`src/rtl/cache_writeback_buffer_if.sv`:
```
// Cache-side and memory-side line transfer signals of the writeback buffer.
// Latency: none, wires only.
// Backpressure: the cache and memory sides each hold a request until its resp pulse.
interface cache_writeback_buffer_if;
    logic [15:0]  cache_address;
    logic         cache_read;
    logic         cache_write;
    logic [127:0] cache_wdata;
    logic         cache_resp;
    logic [127:0] cache_rdata;
    logic [15:0]  pmem_address;
    logic         pmem_read;
    logic         pmem_write;
    logic [127:0] pmem_wdata;
    logic         pmem_resp;
    logic [127:0] pmem_rdata;
    logic [2:0]   buf_count;

    // Environment side: drives cache requests and memory responses.
    modport master (
        output cache_address, cache_read, cache_write, cache_wdata,
        output pmem_resp, pmem_rdata,
        input  cache_resp, cache_rdata,
        input  pmem_address, pmem_read, pmem_write, pmem_wdata,
        input  buf_count
    );

    // Buffer side.
    modport slave (
        input  cache_address, cache_read, cache_write, cache_wdata,
        input  pmem_resp, pmem_rdata,
        output cache_resp, cache_rdata,
        output pmem_address, pmem_read, pmem_write, pmem_wdata,
        output buf_count
    );
endinterface

```
`src/rtl/cache_writeback_buffer.sv`:
```
// Writeback buffer between L1 and memory: absorbs evictions, forwards hits, drains when idle or full.
// Latency: buffered write / forward hit respond 2 cycles after acceptance; read miss 2 cycles after pmem_resp.
// Backpressure: cache requests are held until cache_resp; a write into a full buffer waits for one drain.
module cache_writeback_buffer #(
    parameter int DEPTH = 2
) (
    input  logic                     clk,
    input  logic                     reset,
    cache_writeback_buffer_if.slave  bus
);

    typedef enum logic [1:0] {IDLE, RESP, MEM_RD, DRAIN} state_t;

    localparam logic [2:0] DEPTH_C = 3'(DEPTH);

    state_t             state_q, state_nxt;
    logic [2:0]         count_q, count_nxt;
    logic [DEPTH-1:0]   vld_q, vld_nxt;
    logic [11:0]        tag_q  [DEPTH];
    logic [11:0]        tag_nxt[DEPTH];
    logic [127:0]       data_q  [DEPTH];
    logic [127:0]       data_nxt[DEPTH];

    logic               cache_resp_q, cache_resp_nxt;
    logic [127:0]       cache_rdata_q, cache_rdata_nxt;
    logic [15:0]        pmem_address_q, pmem_address_nxt;
    logic               pmem_read_q, pmem_read_nxt;
    logic               pmem_write_q, pmem_write_nxt;
    logic [127:0]       pmem_wdata_q, pmem_wdata_nxt;

    logic [11:0]        req_tag;
    logic               hit;
    logic [DEPTH-1:0]   hit_sel;
    logic [127:0]       hit_data;
    logic               start_drain;
    logic [3:0]         unused_addr_bits;

    assign req_tag          = bus.cache_address[15:4];
    assign unused_addr_bits = bus.cache_address[3:0];

    // Tag lookup: coalescing keeps at most one valid entry per tag, so the hit is unique.
    always_comb begin
        hit      = 1'b0;
        hit_sel  = '0;
        hit_data = '0;
        for (int i = 0; i < DEPTH; i++) begin
            if (vld_q[i] && (tag_q[i] == req_tag)) begin
                hit        = 1'b1;
                hit_sel[i] = 1'b1;
                hit_data   = data_q[i];
            end
        end
    end

    // Next-state and next-output logic; entry 0 is the FIFO head.
    always_comb begin
        state_nxt        = state_q;
        count_nxt        = count_q;
        vld_nxt          = vld_q;
        tag_nxt          = tag_q;
        data_nxt         = data_q;
        cache_resp_nxt   = 1'b0;
        cache_rdata_nxt  = cache_rdata_q;
        pmem_address_nxt = pmem_address_q;
        pmem_read_nxt    = pmem_read_q;
        pmem_write_nxt   = pmem_write_q;
        pmem_wdata_nxt   = pmem_wdata_q;
        start_drain      = 1'b0;

        case (state_q)
            IDLE: begin
                // While cache_resp is high the cache is still retiring its last request.
                if (!cache_resp_q) begin
                    if (bus.cache_write) begin
                        if (hit) begin
                            for (int i = 0; i < DEPTH; i++) begin
                                if (hit_sel[i]) data_nxt[i] = bus.cache_wdata;
                            end
                            state_nxt = RESP;
                        end else if (count_q < DEPTH_C) begin
                            for (int i = 0; i < DEPTH; i++) begin
                                if (3'(i) == count_q) begin
                                    vld_nxt[i]  = 1'b1;
                                    tag_nxt[i]  = req_tag;
                                    data_nxt[i] = bus.cache_wdata;
                                end
                            end
                            count_nxt = count_q + 3'd1;
                            state_nxt = RESP;
                        end else begin
                            start_drain = 1'b1;
                        end
                    end else if (bus.cache_read) begin
                        if (hit) begin
                            cache_rdata_nxt = hit_data;
                            state_nxt       = RESP;
                        end else begin
                            // No entry holds this line, so memory is already up to date for it.
                            pmem_address_nxt = {req_tag, 4'b0000};
                            pmem_read_nxt    = 1'b1;
                            state_nxt        = MEM_RD;
                        end
                    end else if (count_q != 3'd0) begin
                        start_drain = 1'b1;
                    end
                end
            end
            RESP: begin
                cache_resp_nxt = 1'b1;
                state_nxt      = IDLE;
            end
            MEM_RD: begin
                if (bus.pmem_resp) begin
                    cache_rdata_nxt = bus.pmem_rdata;
                    pmem_read_nxt   = 1'b0;
                    state_nxt       = RESP;
                end
            end
            DRAIN: begin
                if (bus.pmem_resp) begin
                    for (int i = 0; i < DEPTH - 1; i++) begin
                        tag_nxt[i]  = tag_q[i+1];
                        data_nxt[i] = data_q[i+1];
                    end
                    vld_nxt        = vld_q >> 1;
                    count_nxt      = count_q - 3'd1;
                    pmem_write_nxt = 1'b0;
                    state_nxt      = IDLE;
                end
            end
            default: state_nxt = IDLE;
        endcase

        if (start_drain) begin
            pmem_address_nxt = {tag_q[0], 4'b0000};
            pmem_wdata_nxt   = data_q[0];
            pmem_write_nxt   = 1'b1;
            state_nxt        = DRAIN;
        end
    end

    // State and output registers; reset abandons any transaction in flight.
    always_ff @(posedge clk) begin
        if (reset) begin
            state_q        <= IDLE;
            count_q        <= '0;
            vld_q          <= '0;
            cache_resp_q   <= 1'b0;
            cache_rdata_q  <= '0;
            pmem_address_q <= '0;
            pmem_read_q    <= 1'b0;
            pmem_write_q   <= 1'b0;
            pmem_wdata_q   <= '0;
        end else begin
            state_q        <= state_nxt;
            count_q        <= count_nxt;
            vld_q          <= vld_nxt;
            cache_resp_q   <= cache_resp_nxt;
            cache_rdata_q  <= cache_rdata_nxt;
            pmem_address_q <= pmem_address_nxt;
            pmem_read_q    <= pmem_read_nxt;
            pmem_write_q   <= pmem_write_nxt;
            pmem_wdata_q   <= pmem_wdata_nxt;
        end
    end

    // Entry payload storage; validity is tracked separately so payload needs no reset.
    always_ff @(posedge clk) begin
        tag_q  <= tag_nxt;
        data_q <= data_nxt;
    end

    assign bus.cache_resp   = cache_resp_q;
    assign bus.cache_rdata  = cache_rdata_q;
    assign bus.pmem_address = pmem_address_q;
    assign bus.pmem_read    = pmem_read_q;
    assign bus.pmem_write   = pmem_write_q;
    assign bus.pmem_wdata   = pmem_wdata_q;
    assign bus.buf_count    = count_q;

endmodule

```
`src/flat_wrapper.sv`:
```
// flat-port wrapper written by rule: the top's interface ports become plain ports
module cache_writeback_buffer_flat 
#(
    parameter int DEPTH = 2
)
  (clk, reset, bus_cache_address, bus_cache_read, bus_cache_write, bus_cache_wdata, bus_pmem_resp, bus_pmem_rdata, bus_cache_resp, bus_cache_rdata, bus_pmem_address, bus_pmem_read, bus_pmem_write, bus_pmem_wdata, bus_buf_count);
  cache_writeback_buffer_if bus_i ();
  input  logic clk;
  input  logic reset;
  input wire logic [$bits(bus_i.cache_address)-1:0] bus_cache_address;
  input wire logic [$bits(bus_i.cache_read)-1:0] bus_cache_read;
  input wire logic [$bits(bus_i.cache_write)-1:0] bus_cache_write;
  input wire logic [$bits(bus_i.cache_wdata)-1:0] bus_cache_wdata;
  input wire logic [$bits(bus_i.pmem_resp)-1:0] bus_pmem_resp;
  input wire logic [$bits(bus_i.pmem_rdata)-1:0] bus_pmem_rdata;
  output wire logic [$bits(bus_i.cache_resp)-1:0] bus_cache_resp;
  output wire logic [$bits(bus_i.cache_rdata)-1:0] bus_cache_rdata;
  output wire logic [$bits(bus_i.pmem_address)-1:0] bus_pmem_address;
  output wire logic [$bits(bus_i.pmem_read)-1:0] bus_pmem_read;
  output wire logic [$bits(bus_i.pmem_write)-1:0] bus_pmem_write;
  output wire logic [$bits(bus_i.pmem_wdata)-1:0] bus_pmem_wdata;
  output wire logic [$bits(bus_i.buf_count)-1:0] bus_buf_count;
  assign bus_i.cache_address = bus_cache_address;
  assign bus_i.cache_read = bus_cache_read;
  assign bus_i.cache_write = bus_cache_write;
  assign bus_i.cache_wdata = bus_cache_wdata;
  assign bus_i.pmem_resp = bus_pmem_resp;
  assign bus_i.pmem_rdata = bus_pmem_rdata;
  assign bus_cache_resp = bus_i.cache_resp;
  assign bus_cache_rdata = bus_i.cache_rdata;
  assign bus_pmem_address = bus_i.pmem_address;
  assign bus_pmem_read = bus_i.pmem_read;
  assign bus_pmem_write = bus_i.pmem_write;
  assign bus_pmem_wdata = bus_i.pmem_wdata;
  assign bus_buf_count = bus_i.buf_count;
  cache_writeback_buffer #(.DEPTH(DEPTH)) u_core (.clk(clk), .reset(reset), .bus(bus_i));
endmodule
```
`config.mk`:
```
export PLATFORM = sky130hd
export DESIGN_NAME = cache_writeback_buffer_flat
export DESIGN_NICKNAME = d
export VERILOG_FILES = /design/src/rtl/cache_writeback_buffer_if.sv /design/src/rtl/cache_writeback_buffer.sv /design/src/flat_wrapper.sv
export SDC_FILE = /design/constraint.sdc
export NUM_CORES = 1
export LEC_CHECK = 0
export ABC_AREA = 1
export CAP_MARGIN = 25
export CORE_MARGIN = 2
export CORE_UTILIZATION = 45
export DETAILED_ROUTE_END_ITERATION = 6
export PLACE_DENSITY = 0.73
export RECOVER_POWER = 100
export SLEW_MARGIN = 5
export SYNTH_ARGS = -nofsm -noshare
export SYNTH_HDL_FRONTEND = slang
export SYNTH_SLANG_ARGS = --single-unit
```
`constraint.sdc`:
```
create_clock -name clk -period 38.3 [get_ports clk]
set_input_delay 11.49 -clock clk [delete_from_list [all_inputs] [get_ports clk]]
set_output_delay 11.49 -clock clk [all_outputs]
set_load 0.03 [all_outputs]
```
==> results.md, run 1 <==
* Cells on Worst Hold Path at 2
* DP HPWL at 46.8 mm
* R2R cell count at 15
* Critical path endpoint category: flip-flop
* Worst path cell trace: dlygate4sd3_1 -> inv_1 -> nand2_1 -> nand2_1 -> nor2_1 -> nand2_1 -> nor2_4 -> clkbuf_1 -> nand2_2 -> clkbuf_1 -> nand4_2 -> nand2_1 -> clkbuf_1 -> clkbuf_1 -> o21ai_0 -> a21oi_1
* R2R Setup Slk at 25.56 ns
* Worst clock skew at 0.0206 ns
* Crit Reg-Reg Endpoint: u_core.bus.pmem_wdata[1]
* WP data required at 38.81 ns
* Maximum clock frequency at 41.8 MHz
* Power per Cell Area at 77.2 mW/mm2
* Initial antenna violation count at 32
* Netlist cell types at 35
* NumNets Final at 3401
* Vias in the first global route at 20200
* 1st-iter DRT viols at 1773
* Top Family by Delay on Critical Path: buffers and inverters
* Setup TNS at 0 ns
* R2r startpoint: u_core.tag_q[23]
* Detailed-route DRC error count at 0
* Pins Over Slew Limit at 1037
* Most common cell after layout, fill and taps aside: o21ai_0
* Drt pass-1 iters at 5
* Flop pwr share at 40.4%
* Root buffer selected by CTS: clkbuf_16
* Relative max-transition margin at -199%
* Synth Warn # at 0
* Synth Register Bits at 558
* Class of the worst hold path: flip-flop to flip-flop
* Area of the mapped netlist at 0.0239 mm2
* Post-route insts no fill at 3879
* Gp weighted congestion at 0.890
* DR WL/cell at 19.7 um
* TritonCTS Buffers at 57
* Pin count of the biggest net entering global routing at 176
* Sw frac at 39.1%
* Top-area cell type share of the netlist area at 35.2%
* CP peak stage delay at 3.26 ns
* EDFF count, synth at 280
* Worst slew pin tran at 4.49 ns
* Core Region at 0.0524 mm2
* Placed Cells incl. Taps at 3739
* Reg clk slew, reported paths at 0.07 ns
* Post-synth top flop: edfxtp_1
* Maximum capacitance violations at 14
* Dominant cell type by area after synthesis: edfxtp_1
* Share of cells above drive strength 1 at 3.79%
* Arrival time at the worst endpoint at 24.41 ns
* Initial core utilization at 45.5%
* Final WS setup at 14.39 ns
* Grt ovf at 0
* CP max FO at 117
* Pre-CTS worst setup slack at 21.91 ns
* Gate power share at 36.1%
* Hold Buf Count CTS at 0
* Slowest stage cell, crit path: nand2_1
* Worst Hold Launch: u_core.bus.pmem_read
* Final setup vio count at 0
* Failing checks: capacitance limit, slew limit
* P&R area growth vs syn at 31.9%
* CTS Buffer Depth at 3
* Tcrit/Tclk final at 62.4%
* Hold Path Sink: u_core.bus.pmem_read
* Sequential element share of the synthesized area at 58.5%
* DRT antenna net count at 0
* Worst setup path class: primary input to flip-flop
* Skew-Pair Late Insertion Delay at 0.63 ns
* Count of buffers from port buffering at 546
* Avg Synthesized Cell Area at 8.89 um2
* IO Pins at 555
* DIE HEIGHT at 234 um
* Worst vdd ir at 0.0649 mV
* Buf+Inv Stages, Crit Path at 6
* H-tree levels at 2
* WL final at 76.5 mm
* Setup Fix Bufs, Post-CTS at 0
* Final min period at 23.91 ns
* Mapped Cells at 2685
* Gates resized, CTS repair at 0
* Commonest cells after routing, fill and taps aside: o21ai_0 (519), dlygate4sd3_1 (416), a21oi_1 (335)
* CP Launch Type: primary input
* Via count at 21000
* Async SR Flop Fraction at 0%
* Status: finished with violations
* Clock share of power at 23.6%
* Vias per inst at 5.41
* GRT Total Usage at 26.7%
* Internal power at 1.48 mW
* CTS Sinks at 558
* Net Switching at 0.951 mW
* Hold slack final at 0.480 ns
* RSZ-0062 raised after global routing: false
* Row cnt at 84
* P_leak at 12.9 nW
* Die Area at 0.0549 mm2
* TritonCTS clock tree: yes
* Die Wd at 234 um
* First-pass GRT wire length at 114 mm
* Synth top area cells: edfxtp_1 (35%), dfxtp_1 (23%), o21ai_0 (11%), a21oi_1 (7.0%), inv_1 (5.0%)
* Final Total Pwr at 2.43 mW
* Fin. Hold Viols at 0
-- cells by family after synthesis --
family | Yosys count | share of synthesized area [%]
flip-flops | 558 | 58.5
adder cells (fa/ha/maj) | 9 | 0.472
XOR/XNOR | 8 | 0.294
AND/OR/NAND/NOR | 568 | 9.56
buffers and inverters | 525 | 9.06
other | 1 | 0.0157
AO/OA/AOI/OAI | 1016 | 22.0
-- tightest hold or removal path: stages, from the launching register on --
cell,delay [ns]
dfxtp_1,0.31
nand2_1,0.07
a21oi_1,0.06
-- per-stage QoR --
step / area [um2] / utilization [%]
final: 31500 / 60.0
after global routing: 31500 / 60.0
after CTS: 31400 / 59.9
after detailed placement: 29500 / 56.3
after global placement: 29500 / 56.3
after floorplan: 23900 / -
-- synth_stat cells (6+ instances only) --
cell / count
a21oi_1: 336
ha_1: 9
nor2_1: 205
dfxtp_1: 278
inv_1: 315
clkbuf_1: 134
a22oi_1: 62
o21ai_1: 107
buf_4: 10
edfxtp_1: 280
nand2_1: 270
buf_2: 46
buf_6: 13
inv_2: 6
o21ai_0: 504
nand3_1: 78
-- cell type report --
cell class / instances / area (um2)
diodes: 27 / 67.6
clock buffers: 78 / 1610
clock inverters: 30 / 312
fillers: 4385 / 21000
inverters: 321 / 1210
multi-input cells: 1605 / 7790
flip-flops and latches: 558 / 14000
well taps: 688 / 861
repair buffers: 572 / 5660
-- sequential cells by signal, indices dropped and copies added (netlist names), 2 cells and up --
signal                   flops
u_core.bus.buf_count         3
u_core.bus.cache_rdata     128
u_core.bus.pmem_address     12
u_core.bus.pmem_wdata      128
u_core.data_q              256
u_core.state_q               2
u_core.tag_q                24
u_core.vld_q                 2
-- metal layers --
metal | vias to the layer above | GRT usage [%] | routed length (um)
met5 | - | 0 | 109
met4 | 16 | 12.8 | 3370
met3 | 192 | 5.84 | 6320
met2 | 930 | 45.5 | 37100
met1 | 9858 | 32.2 | 29600
li1 | 9997 | - | -
-- power by group through the flow --
stage	Combinational, mW	Clock (mW)	Sequential, mW
after floorplan	0.346	0	1.20
after CTS	0.918	0.578	0.972
after global routing	0.946	0.601	1.00
after detailed placement	0.911	0	0.980
after global placement	0.898	0	0.972
final	0.877	0.573	0.982
-- how the worst max path moves through the flow --
stage / startpoint / end / slack [ns] / cells after the start
global route: bus_cache_address[4] / u_core.bus.pmem_wdata[96] / 13.19 / 16
finish: bus_cache_address[4] / u_core.bus.pmem_wdata[1] / 14.39 / 16
detailed placement: bus_cache_address[10] / u_core.bus.cache_rdata[64] / 21.91 / 16
global placement: bus_cache_address[10] / u_core.bus.pmem_address[13] / 22.09 / 16
CTS: bus_cache_address[10] / u_core.bus.cache_rdata[64] / 22.52 / 16
floorplan: bus_cache_address[4] / u_core.data_q[128] / 15.53 / 9
Note: power is estimated with default switching activity, not from simulation.
==> inputs of run 2 (changes only) <==
--- a/config.mk
+++ b/config.mk
@@ -10,7 +10,7 @@
 export CORE_MARGIN = 2
 export CORE_UTILIZATION = 45
 export DETAILED_ROUTE_END_ITERATION = 6
-export PLACE_DENSITY = 0.73
+export PLACE_DENSITY = 0.76
 export RECOVER_POWER = 100
 export SLEW_MARGIN = 5
 export SYNTH_ARGS = -nofsm -noshare
==> constraint.sdc (replaced) <==
create_clock -name clk -period 20.9 [get_ports clk]
set_input_delay 6.27 -clock clk [delete_from_list [all_inputs] [get_ports clk]]
set_output_delay 6.27 -clock clk [all_outputs]
set_load 0.03 [all_outputs]
==> run 2 against run 1 <==
Against the previous run:
- critical endpoint is now u_core.data_q[149]
- count of clock-buffer cells in the layout rose by 10
- combinational power rose by 85%
- highest routed layer unchanged
- largest cell class unchanged
- first-iteration DRC count increased by 12%
- the run still ends with capacitance limit, slew limit left
==> results.md, run 2 (synthesized netlist as in run 1, its figures left out) <==
* Status: finished with violations (unchanged)
* Failing checks: capacitance limit, slew limit (unchanged)
* GRT Total Usage at 26.9% (was 26.7%)
* TritonCTS clock tree: yes (unchanged)
* DP HPWL at 47.5 mm (was 46.8 mm)
* Final setup vio count at 0 (unchanged)
* Slowest stage cell, crit path: clkbuf_1 (was nand2_1)
* Arrival time at the worst endpoint at 15.40 ns (was 24.41 ns)
* Worst path cell trace: dlygate4sd3_1 -> inv_1 -> nand2_1 -> nand2_1 -> nor2_1 -> nand2_1 -> nor2_4 -> clkbuf_1 -> nand2_2 -> clkbuf_1 -> a311oi_1 -> clkbuf_1 (was dlygate4sd3_1 -> inv_1 -> nand2_1 -> nand2_1 -> nor2_1 -> nand2_1 -> nor2_4 -> clkbuf_1 -> nand2_2 -> clkbuf_1 -> nand4_2 -> nand2_1 -> clkbuf_1 -> clkbuf_1 -> o21ai_0 -> a21oi_1)
* P&R area growth vs syn at 33.0% (was 31.9%)
* Share of cells above drive strength 1 at 4.14% (was 3.79%)
* 1st-iter DRT viols at 1987 (was 1773)
* First-pass GRT wire length at 115 mm (was 114 mm)
* Relative max-transition margin at -172% (was -199%)
* CP peak stage delay at 2.88 ns (was 3.26 ns)
* Crit Reg-Reg Endpoint: u_core.data_q[149] (was u_core.bus.pmem_wdata[1])
* Global routing's busiest layer: met2 (unchanged)
* Hold Path Sink: u_core.bus.pmem_wdata[124] (was u_core.bus.pmem_read)
* Vias per inst at 5.46 (was 5.41)
* WP data required at 21.01 ns (was 38.81 ns)
* Die Wd at 234 um (unchanged)
* Final min period at 15.29 ns
* Root buffer selected by CTS: clkbuf_16 (unchanged)
* Reg clk slew, reported paths at 0.06 ns (was 0.07 ns)
* Worst vdd ir at 0.0827 mV (was 0.0649 mV)
* Grt ovf at 0 (unchanged)
* Cells on Worst Hold Path at 2 (unchanged)
* Final Total Pwr at 4.50 mW (was 2.43 mW)
* WL final at 77.4 mm (was 76.5 mm)
* Worst Hold Launch: u_core.data_q[252] (was u_core.bus.pmem_read)
* Drt pass-1 iters at 5 (unchanged)
* CTS Sinks at 558 (unchanged)
* Initial antenna violation count at 25 (was 32)
* IO Pins at 555 (unchanged)
* Pin count of the biggest net entering global routing at 152 (was 176)
* Class of the worst hold path: flip-flop to flip-flop (unchanged)
* Maximum capacitance violations at 6 (was 14)
* Row cnt at 84 (unchanged)
* Power per Cell Area at 142 mW/mm2 (was 77.2 mW/mm2)
* Worst slew pin tran at 4.08 ns (was 4.49 ns)
* Register with the most flip-flops: u_core.data_q (unchanged)
* Initial core utilization at 45.5% (unchanged)
* Setup Fix Bufs, Post-CTS at 0 (unchanged)
* Gp weighted congestion at 0.869 (was 0.890)
* Tcrit/Tclk final at 73.1%
* Most common cell after layout, fill and taps aside: o21ai_0 (unchanged)
* CTS Buffer Depth at 3 (unchanged)
* Max reg flops at 256 (unchanged)
* Critical path endpoint category: flip-flop (unchanged)
* Count of buffers from port buffering at 546 (unchanged)
* R2R cell count at 10 (was 15)
* M2 GR Usage at 44.6% (was 45.5%)
* R2r startpoint: u_core.tag_q[12] (was u_core.tag_q[23])
* Setup TNS at 0 ns (unchanged)
* Maximum clock frequency at 65.4 MHz
* TritonCTS Buffers at 58 (was 57)
* Hold Buf Count CTS at 0 (unchanged)
* CP max FO at 70 (was 117)
* Global routing usage on met3 at 4.62% (was 5.84%)
* Die Area at 0.0549 mm2 (unchanged)
* R2R Setup Slk at 11.66 ns (was 25.56 ns)
* Vias in the first global route at 19900 (was 20200)
* Global Route met1 Usage at 34.7% (was 32.2%)
* Detailed-route DRC error count at 0 (unchanged)
* Pre-CTS worst setup slack at 9.74 ns (was 21.91 ns)
* DIE HEIGHT at 234 um (unchanged)
* H-tree levels at 2 (unchanged)
* Via count at 21100 (was 21000)
* DRT antenna net count at 0 (unchanged)
* Final WS setup at 5.61 ns (was 14.39 ns)
* Skew-Pair Late Insertion Delay at 0.60 ns (was 0.63 ns)
* Worst setup path class: primary input to flip-flop (unchanged)
* Fin. Hold Viols at 0 (unchanged)
* NumNets Final at 3402 (was 3401)
* Commonest cells after routing, fill and taps aside: o21ai_0 (585), dlygate4sd3_1 (416), a21oi_1 (335) (was o21ai_0 (519), dlygate4sd3_1 (416), a21oi_1 (335))
* Pins Over Slew Limit at 357 (was 1037)
* Worst clock skew at 0.0124 ns (was 0.0206 ns)
* P_leak at 13.0 nW (was 12.9 nW)
* Core Region at 0.0524 mm2 (unchanged)
* Gates resized, CTS repair at 0 (unchanged)
* RSZ-0062 raised after global routing: false (unchanged)
* DR WL/cell at 20.0 um (was 19.7 um)
* CP Launch Type: primary input (unchanged)
-- run 2: cell types whose count changed in the layout (fill, tap and decap cells not counted), moves of 4 or more --
| cell | change |
|---|---|
| o21ai_0 | +66 |
| buf_16 | +4 |
| diode_2 | -12 |
| clkbuf_1 | -9 |
| clkbuf_16 | +9 |
| o21ai_1 | -66 |
-- run 2: power by group --
| group | total [mW] | switching, mW | internal, mW |
|---|---|---|---|
| Sequential | 1.79 | 0.176 | 1.61 |
| Combinational | 1.62 | 1.13 | 0.489 |
| Clock | 1.10 | 0.440 | 0.664 |
-- run 2: cell type report --
type	count	area, um2
fillers	4403	20700
well taps	688	861
diodes	15	37.5
clock buffers	88	1860
repair buffers	572	5770
flip-flops and latches	558	14000
inverters	321	1210
multi-input cells	1605	7800
clock inverters	21	216
-- run 2: metal layers --
metal	wire (um)	vias to the layer above	part of all wire, %
li1	-	9986	-
met1	31100	10000	40
met2	37500	960	48
met3	5770	171	7.5
met4	2910	16	3.8
met5	104	-	0.13
-- run 2: worst max path at each step --
stage	depth (start not counted)	to	from	slack, ns
2_1_floorplan	9	u_core.data_q[128]	bus_cache_address[4]	3.35
3_5_place_dp	16	u_core.bus.cache_rdata[80]	bus_cache_address[12]	9.74
6_report	12	u_core.data_q[149]	bus_cache_address[5]	5.61
5_1_grt	12	u_core.data_q[134]	bus_cache_address[5]	5.14
4_1_cts	16	u_core.bus.cache_rdata[41]	bus_cache_address[12]	10.36
3_3_place_gp	13	u_core.data_q[6]	bus_cache_address[4]	9.83
-- run 2: through the flow --
step                      instances  cell area [um2]  util, %  hold slack, ns
final                          3868            31700     60.5           0.499
after global routing           3866            31700     60.5           0.526
after CTS                      3848            31600     60.3           0.498
after detailed placement       3739            29600     56.4           0.482
after global placement         3736            29500     56.2           0.476
after floorplan                2688            23900        -           0.447
-- run 2: worst max-delay path, delay by kind of cell --
family / cells / cell delay, ns
buf+inv: 5 / 7.71
compound gates: 1 / 0.82
simple gates: 6 / 0.43
==> inputs of run 3 (changes only) <==
--- a/config.mk
+++ b/config.mk
@@ -10,7 +10,7 @@
 export CORE_MARGIN = 2
 export CORE_UTILIZATION = 45
 export DETAILED_ROUTE_END_ITERATION = 6
-export PLACE_DENSITY = 0.76
+export PLACE_DENSITY = 0.73
 export RECOVER_POWER = 100
 export SLEW_MARGIN = 5
 export SYNTH_ARGS = -nofsm -noshare
==> constraint.sdc (replaced) <==
create_clock -name clk -period 15.3 [get_ports clk]
set_input_delay 4.59 -clock clk [delete_from_list [all_inputs] [get_ports clk]]
set_output_delay 4.59 -clock clk [all_outputs]
set_load 0.03 [all_outputs]
==> run 3 against run 2 <==
Against the previous run:
- sequential share of layout area increased by 0.52 points
- count of clock-buffer cells in the layout decreased by 11
- setup slack got worse by 1.8 ns
- sequential power increased by 35%
- worst hold slack got worse by 0.024 ns
- the run still ends with capacitance limit, slew limit left
==> results.md, run 3 (synthesized netlist as in run 1, its figures left out) <==
* Global routing's busiest layer: met2 (unchanged)
* Hold Buf Count CTS at 0 (unchanged)
* Gp weighted congestion at 0.880 (was 0.869)
* Detailed-route DRC error count at 0 (unchanged)
* WP data required at 15.53 ns (was 21.01 ns)
* CTS Sinks at 558 (unchanged)
* DR WL/cell at 19.8 um (was 20.0 um)
* Skew-Pair Late Insertion Delay at 0.62 ns (was 0.60 ns)
* Count of buffers from port buffering at 546 (unchanged)
* Setup Fix Bufs, Post-CTS at 0 (unchanged)
* Maximum capacitance violations at 5 (was 6)
* Setup TNS at 0 ns (unchanged)
* GRT Total Usage at 26.7% (was 26.9%)
* Pins Over Slew Limit at 284 (was 357)
* Final min period at 11.47 ns
* CTS Buffer Depth at 3 (unchanged)
* Final setup vio count at 0 (unchanged)
* Worst clock skew at 0.0191 ns (was 0.0124 ns)
* DP HPWL at 47.4 mm (was 47.5 mm)
* Worst vdd ir at 0.122 mV (was 0.0827 mV)
* Die Wd at 234 um (unchanged)
* Drt pass-1 iters at 6 (was 5)
* IO Pins at 555 (unchanged)
* Grt ovf at 0 (unchanged)
* First-pass GRT wire length at 114 mm (was 115 mm)
* WL final at 76.4 mm (was 77.4 mm)
* Worst slew pin tran at 3.92 ns (was 4.08 ns)
* TritonCTS Buffers at 57 (was 58)
* Share of cells above drive strength 1 at 3.86% (was 4.14%)
* Initial core utilization at 45.5% (unchanged)
* Class of the worst hold path: flip-flop to flip-flop (unchanged)
* TritonCTS clock tree: yes (unchanged)
* 1st-iter DRT viols at 1793 (was 1987)
* Die Area at 0.0549 mm2 (unchanged)
* P&R area growth vs syn at 31.4% (was 33.0%)
* Initial antenna violation count at 21 (was 25)
* Fin. Hold Viols at 0 (unchanged)
* Via count at 20900 (was 21100)
* Failing checks: capacitance limit, slew limit (unchanged)
* Worst setup path class: primary input to flip-flop (unchanged)
* DIE HEIGHT at 234 um (unchanged)
* Core Region at 0.0524 mm2 (unchanged)
* Global Route met1 Usage at 32.9% (was 34.7%)
* NumNets Final at 3397 (was 3402)
* M2 GR Usage at 45.4% (was 44.6%)
* DRT antenna net count at 0 (unchanged)
* Power per Cell Area at 191 mW/mm2 (was 142 mW/mm2)
* Tcrit/Tclk final at 74.9%
* Max reg flops at 256 (unchanged)
* Multi-input gate area at 0.00777 mm2 (was 0.00780 mm2)
* CP Launch Type: primary input (unchanged)
* H-tree levels at 2 (unchanged)
* Vias in the first global route at 19700 (was 19900)
* P_leak at 12.8 nW (was 13.0 nW)
* Critical path endpoint category: flip-flop (unchanged)
* Reg area at 0.0140 mm2 (unchanged)
* Status: finished with violations (unchanged)
* Reg clk slew, reported paths at 0.06 ns (about the same)
* Pin count of the biggest net entering global routing at 150 (was 152)
* RSZ-0062 raised after global routing: false (unchanged)
* CP max FO at 70 (unchanged)
* Final WS setup at 3.83 ns (was 5.61 ns)
* Relative max-transition margin at -161% (was -172%)
* Vias per inst at 5.41 (was 5.46)
* Root buffer selected by CTS: clkbuf_16 (unchanged)
* Pre-CTS worst setup slack at 6.19 ns (was 9.74 ns)
* Register with the most flip-flops: u_core.data_q (unchanged)
* Fillers at 4537 (was 4403)
* Maximum clock frequency at 87.2 MHz
* Commonest cells after routing, fill and taps aside: o21ai_0 (597), dlygate4sd3_1 (416), a21oi_1 (336) (was o21ai_0 (585), dlygate4sd3_1 (416), a21oi_1 (335))
* Row cnt at 84 (unchanged)
* Most common cell after layout, fill and taps aside: o21ai_0 (unchanged)
* Gates resized, CTS repair at 0 (unchanged)
* Global routing usage on met3 at 6.94% (was 4.62%)
* Hold slack final at 0.475 ns (was 0.499 ns)
* Arrival time at the worst endpoint at 11.70 ns (was 15.40 ns)
run 3: path summary, 6_finish.rpt:
kind / startpoint / endpoint / slack [ns] / cells past startpoint
worst max-delay path: bus_cache_address[10] / u_core.data_q[217] / 3.83 / 13
worst min-delay path: u_core.bus.pmem_read / u_core.bus.pmem_read / 0.48 / 2
worst max register to register: u_core.tag_q[12] / u_core.data_q[217] / 8.12 / 11
worst min register to register: u_core.bus.pmem_read / u_core.bus.pmem_read / 0.48 / 2
run 3: power by group:
group / switching [mW] / internal, mW / total (mW)
Sequential: 0.237 / 2.19 / 2.42
Combinational: 1.52 / 0.651 / 2.17
Clock: 0.596 / 0.797 / 1.39
run 3: worst max-delay path, stage by stage:
cell           delay [ns]
dlygate4sd3_1        0.70
inv_1                0.11
nand2_1              0.10
nand2_1              0.06
nor2_1               0.08
nand2_1              0.09
nor2_4               0.08
clkbuf_1             2.60
nand2_2             -0.04
buf_4                0.50
a311oi_1             0.49
clkbuf_1             1.19
buf_4                0.84
run 3: per-stage QoR:
stage / instance area, um2 / power, mW / std cells / utilization (%)
after floorplan: 23900 / 3.82 / 2688 / -
after global placement: 29500 / 4.68 / 3738 / 56.3
after detailed placement: 29500 / 4.74 / 3740 / 56.3
after CTS: 31400 / 6.14 / 3847 / 59.9
after global routing: 31300 / 6.30 / 3858 / 59.8
final: 31400 / 5.99 / 3866 / 59.8
run 3: cell type report:
type	instances	area share, %
flip-flops and latches	558	44.6
multi-input cells	1605	24.8
repair buffers	568	18.0
clock buffers	77	5.21
inverters	321	3.88
well taps	688	2.74
clock inverters	30	0.730
diodes	19	0.152
run 3: metal layers:
layer	up-vias	part of all wire (%)
li1	9982	-
met1	9856	39
met2	906	49
met3	155	8.8
met4	16	3.2
met5	-	0.13
==> patch 1, RTL diff (settings of run 3) <==
`pmem_wdata_q` no longer has a reset.
--- a/src/rtl/cache_writeback_buffer.sv
+++ b/src/rtl/cache_writeback_buffer.sv
@@ -152,3 +152,2 @@
             pmem_write_q   <= 1'b0;
-            pmem_wdata_q   <= '0;
         end else begin
@@ -162,4 +161,7 @@
             pmem_write_q   <= pmem_write_nxt;
-            pmem_wdata_q   <= pmem_wdata_nxt;
         end
+    end
+
+    always_ff @(posedge clk) begin
+        pmem_wdata_q <= pmem_wdata_nxt;
     end
Check against the original RTL: not settled (the Yosys comparison gave no result); the edit may change what the design does.
==> patch 1 against run 3 <==
The run still ends with capacitance limit, slew limit left. Critical endpoint is now u_core.data_q[235]. Highest routed layer unchanged. Synthesized area is 2.2% lower. Non-clock buffer count increased by 5. Wire length is 1.0% higher. Global-route usage up 0.96 points. Sequential cell count unchanged. Design area shrank 1.1%. Largest cell class unchanged. Sequential power up 5%. Setup slack better by 440 ps. Power is 2.7% lower.
==> patch 1: results (changes against run 3) <==
The run finished, with violations left. Failing checks: capacitance limit, slew limit (unchanged). The met3 routing resource usage after global routing came out at 7.27% (was 6.94%).

The run gives 8 (was 5) as the max-cap violation count. The routed length per instance works out to 22.1 um (was 19.8 um). Synth top cells by count: 414 x nand2_1, 408 x edfxtp_1, 398 x a21oi_1, 275 x nand3_1, 171 x o21ai_0 (was 504 x o21ai_0, 336 x a21oi_1, 315 x inv_1, 280 x edfxtp_1, 278 x dfxtp_1). The XOR/XNOR share of the synthesized area is 0.225% (was 0.294%). For the net total in the final layout, the log shows 3,024 (was 3,397). The fill cell total of the finished layout is 4,234 (was 4,537), and the number of flops mapped to enable cells by yosys is 408 (was 280). The leakage power figure was 0.0118 uW (was 0.0128 uW); the total track usage was 27.6% (was 26.7%).

The maximum resistive drop on vdd is 118 uV (was 122 uV). The vias per cell was 5.56 (was 5.41). Number of cells on the worst hold path: 0 (was 2). The tools report the routing usage on met2 as 45.9% (was 45.4%).

For the met1 global-route usage, the log shows 34.0% (was 32.9%). Capture point of the worst reg-to-reg path: u_core.data_q[101] (was u_core.data_q[217]). Share of post-route cells with drive strength above 1: 4.34% (was 3.86%). The biggest cell delay along the critical path is 1800 ps (was 2600 ps). The worst min-delay path startpoint is u_core.data_q[243] (was u_core.bus.pmem_read). The number of cell instances on the worst register-to-register path came out at 9 (was 11).

The source-to-sink clock delay at the later pin of the worst-skew pair came out at 640 ps (was 620 ps). Half-perimeter wire length after placement: 49,600 um (was 47,400 um). The tools report the endpoint of the worst hold-timing path as u_core.bus.pmem_wdata[115] (was u_core.bus.pmem_read). The maximum net fanout on the critical path is 92 (was 70), and the mean instance size in the synthesized netlist is 10.2 um^2 (was 8.89 um^2). Final weighted congestion in routability-driven placement: 0.909 (was 0.880). The run gives 1,717 (was 1,793) as the initial DRC count. The largest net degree at the start of global routing came out at 143 (was 150).

The post-synthesis compound-gate area fraction works out to 14.7% (was 22.0%). Setup slack of the worst register-to-register path: 8620 ps (was 8120 ps). Dominant cells by area after synthesis: edfxtp_1 53%, dfxtp_1 13%, a21oi_1 8.5%, nand2_1 6.7%, nand3_1 5.9% (was edfxtp_1 35%, dfxtp_1 23%, o21ai_0 11%, a21oi_1 7.0%, inv_1 5.0%). The final clock skew is 42.2 ps (was 19.1 ps), and the number of antenna violations at the first check in global routing is 34 (was 21). The run gives 3,357 (was 3,740) as the total placed cells including tap cells. The tools report the sequential-to-total area share from yosys stat as 65.4% (was 58.5%). The origin of the critical flop-to-flop path was u_core.state_q[0] (was u_core.tag_q[12]). Final-report max-slew violation count: 423 (was 284).
-- patch 1: logic make-up (layout without fill, tap and decap cells) --
group / count (synthesis) / count (layout)
and+or+nand+nor: 774 / 774
AOI/OAI and AO/OA: 684 / 684
DFF: 558 / 558
buffers and inverters: 257 / 752
adders and majority gates: 9 / 9
xor gates and xnor gates: 6 / 6
other: 1 / 32
-- patch 1: worst max path at each step --
| stage | start | to | slack [ps] |
|---|---|---|---|
| after detailed placement | bus_cache_address[11] | u_core.data_q[160] | 6480 |
| after global routing | bus_cache_address[14] | u_core.data_q[235] | 3660 |
| after CTS | bus_cache_address[11] | u_core.data_q[235] | 7130 |
| final | bus_cache_address[14] | u_core.data_q[235] | 4270 |
| after global placement | bus_cache_address[11] | u_core.data_q[130] | 6460 |
| after floorplan | bus_cache_address[8] | u_core.data_q[128] | 2720 |
-- patch 1: metal layers --
layer	routed length, um	vias to the layer above
li1	-	9070
met1	29400	9313
met2	37700	854
met3	6550	185
met4	3350	22
met5	143	-
-- patch 1: cell type report --
cell class / instances / share of cell area [%]
Clock buffer: 91 / 5.54
Inverter: 71 / 0.916
Sequential cell: 558 / 49.2
Antenna cell: 28 / 0.226
Tap cell: 680 / 2.74
Timing Repair Buffer: 573 / 18.3
Multi-Input combinational cell: 1477 / 22.5
Clock inverter: 17 / 0.537
-- patch 1: power breakdown --
group	switching, uW	internal [uW]	total (uW)
sequential	231	2300	2530
clock	604	790	1390
combinational	1340	563	1900
-- patch 1: critical path, delay by kind of cell --
family,cells,cell delay (ps)
compound gates,1,810
buf+inv,5,3030
simple gates,7,2830
-- patch 1: stage by stage --
stage | cell area, um^2 | total power [uW] | setup WS (ps) | hold slack (ps) | utilization [%]
floorplan | 23300 | 3740 | 2720 | 427 | -
global placement | 29100 | 4490 | 6460 | 429 | 56.7
finish | 31000 | 5830 | 4270 | 444 | 60.5
CTS | 31000 | 5950 | 7130 | 447 | 60.4
global route | 31000 | 6090 | 3660 | 454 | 60.4
detailed placement | 29100 | 4550 | 6480 | 432 | 56.8
==> patch 2, RTL diff (config.mk and constraints of run 3) <==
Without the edit above. `DEPTH` is set to 2 in 2 places; all go to 1.
--- a/src/rtl/cache_writeback_buffer.sv
+++ b/src/rtl/cache_writeback_buffer.sv
@@ -4,3 +4,3 @@
 module cache_writeback_buffer #(
-    parameter int DEPTH = 2
+    parameter int DEPTH = 1
 ) (
--- a/src/flat_wrapper.sv
+++ b/src/flat_wrapper.sv
@@ -3,3 +3,3 @@
 #(
-    parameter int DEPTH = 2
+    parameter int DEPTH = 1
 )
Function: not settled (the Yosys comparison gave no result); the edit may change what the design does.
==> patch 2 against run 3 <==
The flow still finishes with violations (capacitance limit, slew limit). Global-route usage up 1.5 points. Setup slack better by 1100 ps. Critical path depth unchanged. Sequential power fell by 29%. Sequential cell count is 141 lower. Wire length decreased by 29%. Power is 25% lower. Synthesized area fell by 34%. Design area fell by 27%. Die area fell by 33%. Clock power is 24% lower.
==> patch 2: results (changes against run 3) <==
Maximum resistive drop on vdd: 109 uV (was 122 uV). The maximum net fanout on the critical path was 81 (was 70); the multi-input combinational cell area was 0.00515 mm^2 (was 0.00777 mm^2). The routed length on met1 was 20,300 um (was 29,400 um); the worst endpoint data arrival time was 10,770 ps (was 11,700 ps).

The biggest cell delay along the critical path is 2410 ps (was 2600 ps). The run gives 23 (was 21) as the number of antenna violations at the first check in global routing. Dominant cells by area after synthesis: dfxtp_1 35%, edfxtp_1 27%, nor2_1 7.6%, nand2_1 5.6%, a31oi_1 5.1% (was edfxtp_1 35%, dfxtp_1 23%, o21ai_0 11%, a21oi_1 7.0%, inv_1 5.0%). The final-report max-slew violation count was 469 (was 284). The number of flops mapped to enable cells by yosys works out to 140 (was 280).

The transition time at the pin with the least slew margin works out to 3300 ps (was 3920 ps). For the largest net degree at the start of global routing, the log shows 101 (was 150). The top flip-flop cell by instance count after synthesis was dfxtp_1 (was edfxtp_1). Final clock skew: 14.2 ps (was 19.1 ps). The max-cap violation count was 8 (was 5). The source-to-sink clock delay at the later pin of the worst-skew pair was 550 ps (was 620 ps). The flow ran to the end, but the final reports show violations. The total track usage was 28.2% (was 26.7%); the sum of routed wire length over all layers was 54,000 um (was 76,400 um). For the total placed cells including tap cells, the log shows 2,611 (was 3,740). Failing checks: capacitance limit, slew limit (unchanged). For the sequential-to-total area share from yosys stat, the log shows 61.5% (was 58.5%). The run gives 26,800 um (was 37,700 um) as the amount of wire on met2 after detailed routing. The tools report the placement-stage cell area as 0.0213 mm^2 (was 0.0295 mm^2). The share of the clock period used by the worst path after layout came out at 67.5% (was 74.9%). The fill cell total of the finished layout was 2,784 (was 4,537); the half-perimeter wire length after placement was 36,200 um (was 47,400 um). The tools report the initial DRC count as 901 (was 1,793). The share of post-route cells with drive strength above 1 is 3.84% (was 3.86%), and the overall via count from detail_route is 14,500 (was 20,900).

For the total length of routed met3 wires, the log shows 4580 um (was 6710 um).
patch 2: cell types whose count changed in the layout (fill, tap and decap cells not counted), moves of 64 or more:
| cell | before | now |
|---|---|---|
| nand3_1 | 79 | 143 |
| a31oi_1 | 0 | 128 |
| edfxtp_1 | 280 | 140 |
| a21oi_1 | 336 | 6 |
| inv_1 | 313 | 46 |
| o21ai_1 | 14 | 91 |
| o21ai_0 | 597 | 171 |
| nor2_1 | 205 | 322 |
patch 2: final timing paths:
| kind | startpoint | end | slack [ps] | cells past startpoint |
|---|---|---|---|---|
| max | bus_cache_address[5] | u_core.bus.cache_rdata[16] | 4980 | 13 |
| min | u_core.bus.pmem_write | u_core.bus.pmem_write | 460 | 2 |
| max reg2reg | u_core.state_q[1] | u_core.bus.cache_rdata[16] | 8450 | 8 |
| min reg2reg | u_core.bus.pmem_write | u_core.bus.pmem_write | 460 | 2 |
patch 2: layer usage:
layer | track usage (%) | up-vias
li1 | - | 6892
met2 | 48.9 | 629
met4 | 12.4 | 4
met1 | 32.3 | 6878
met5 | 0 | -
met3 | 7.97 | 119
patch 2: worst reg2reg max path: cells and delay by family (launching register included):
kind	cells	cell delay [ps]
DFF	1	430
buffers and inverters	4	4580
AOI/OAI and AO/OA	3	1090
and+or+nand+nor	1	670
patch 2: through the flow:
step / setup WS (ps) / power [uW]
2_1_floorplan: 3310 / 2820
3_3_place_gp: 6930 / 3510
3_5_place_dp: 6910 / 3550
4_1_cts: 7430 / 4610
5_1_grt: 4360 / 4720
6_report: 4980 / 4490
patch 2: cell type report:
type,instances,share of cell area [%]
Sequential cell,417,42.8
Timing Repair Buffer,562,24.6
Multi-Input combinational cell,1125,22.6
Clock buffer,65,5.77
Tap cell,455,2.50
Inverter,52,0.912
Clock inverter,18,0.582
Antenna cell,23,0.253
patch 2: kinds of logic after synthesis:
| logic type | count (synthesis) | share of synthesized area (%) |
|---|---|---|
| AOI/OAI and AO/OA | 400 | 13.7 |
| xor gates and xnor gates | 3 | 0.166 |
| adders and majority gates | 3 | 0.237 |
| buffers and inverters | 190 | 6.08 |
| DFF | 417 | 61.5 |
| other | 1 | 0.0237 |
| and+or+nand+nor | 715 | 18.3 |
patch 2: power breakdown:
group          switching, uW  internal, uW  total, uW
clock network            441           615       1060
logic                   1170           556       1720
registers                173          1540       1710
total                   1780          2710       4490
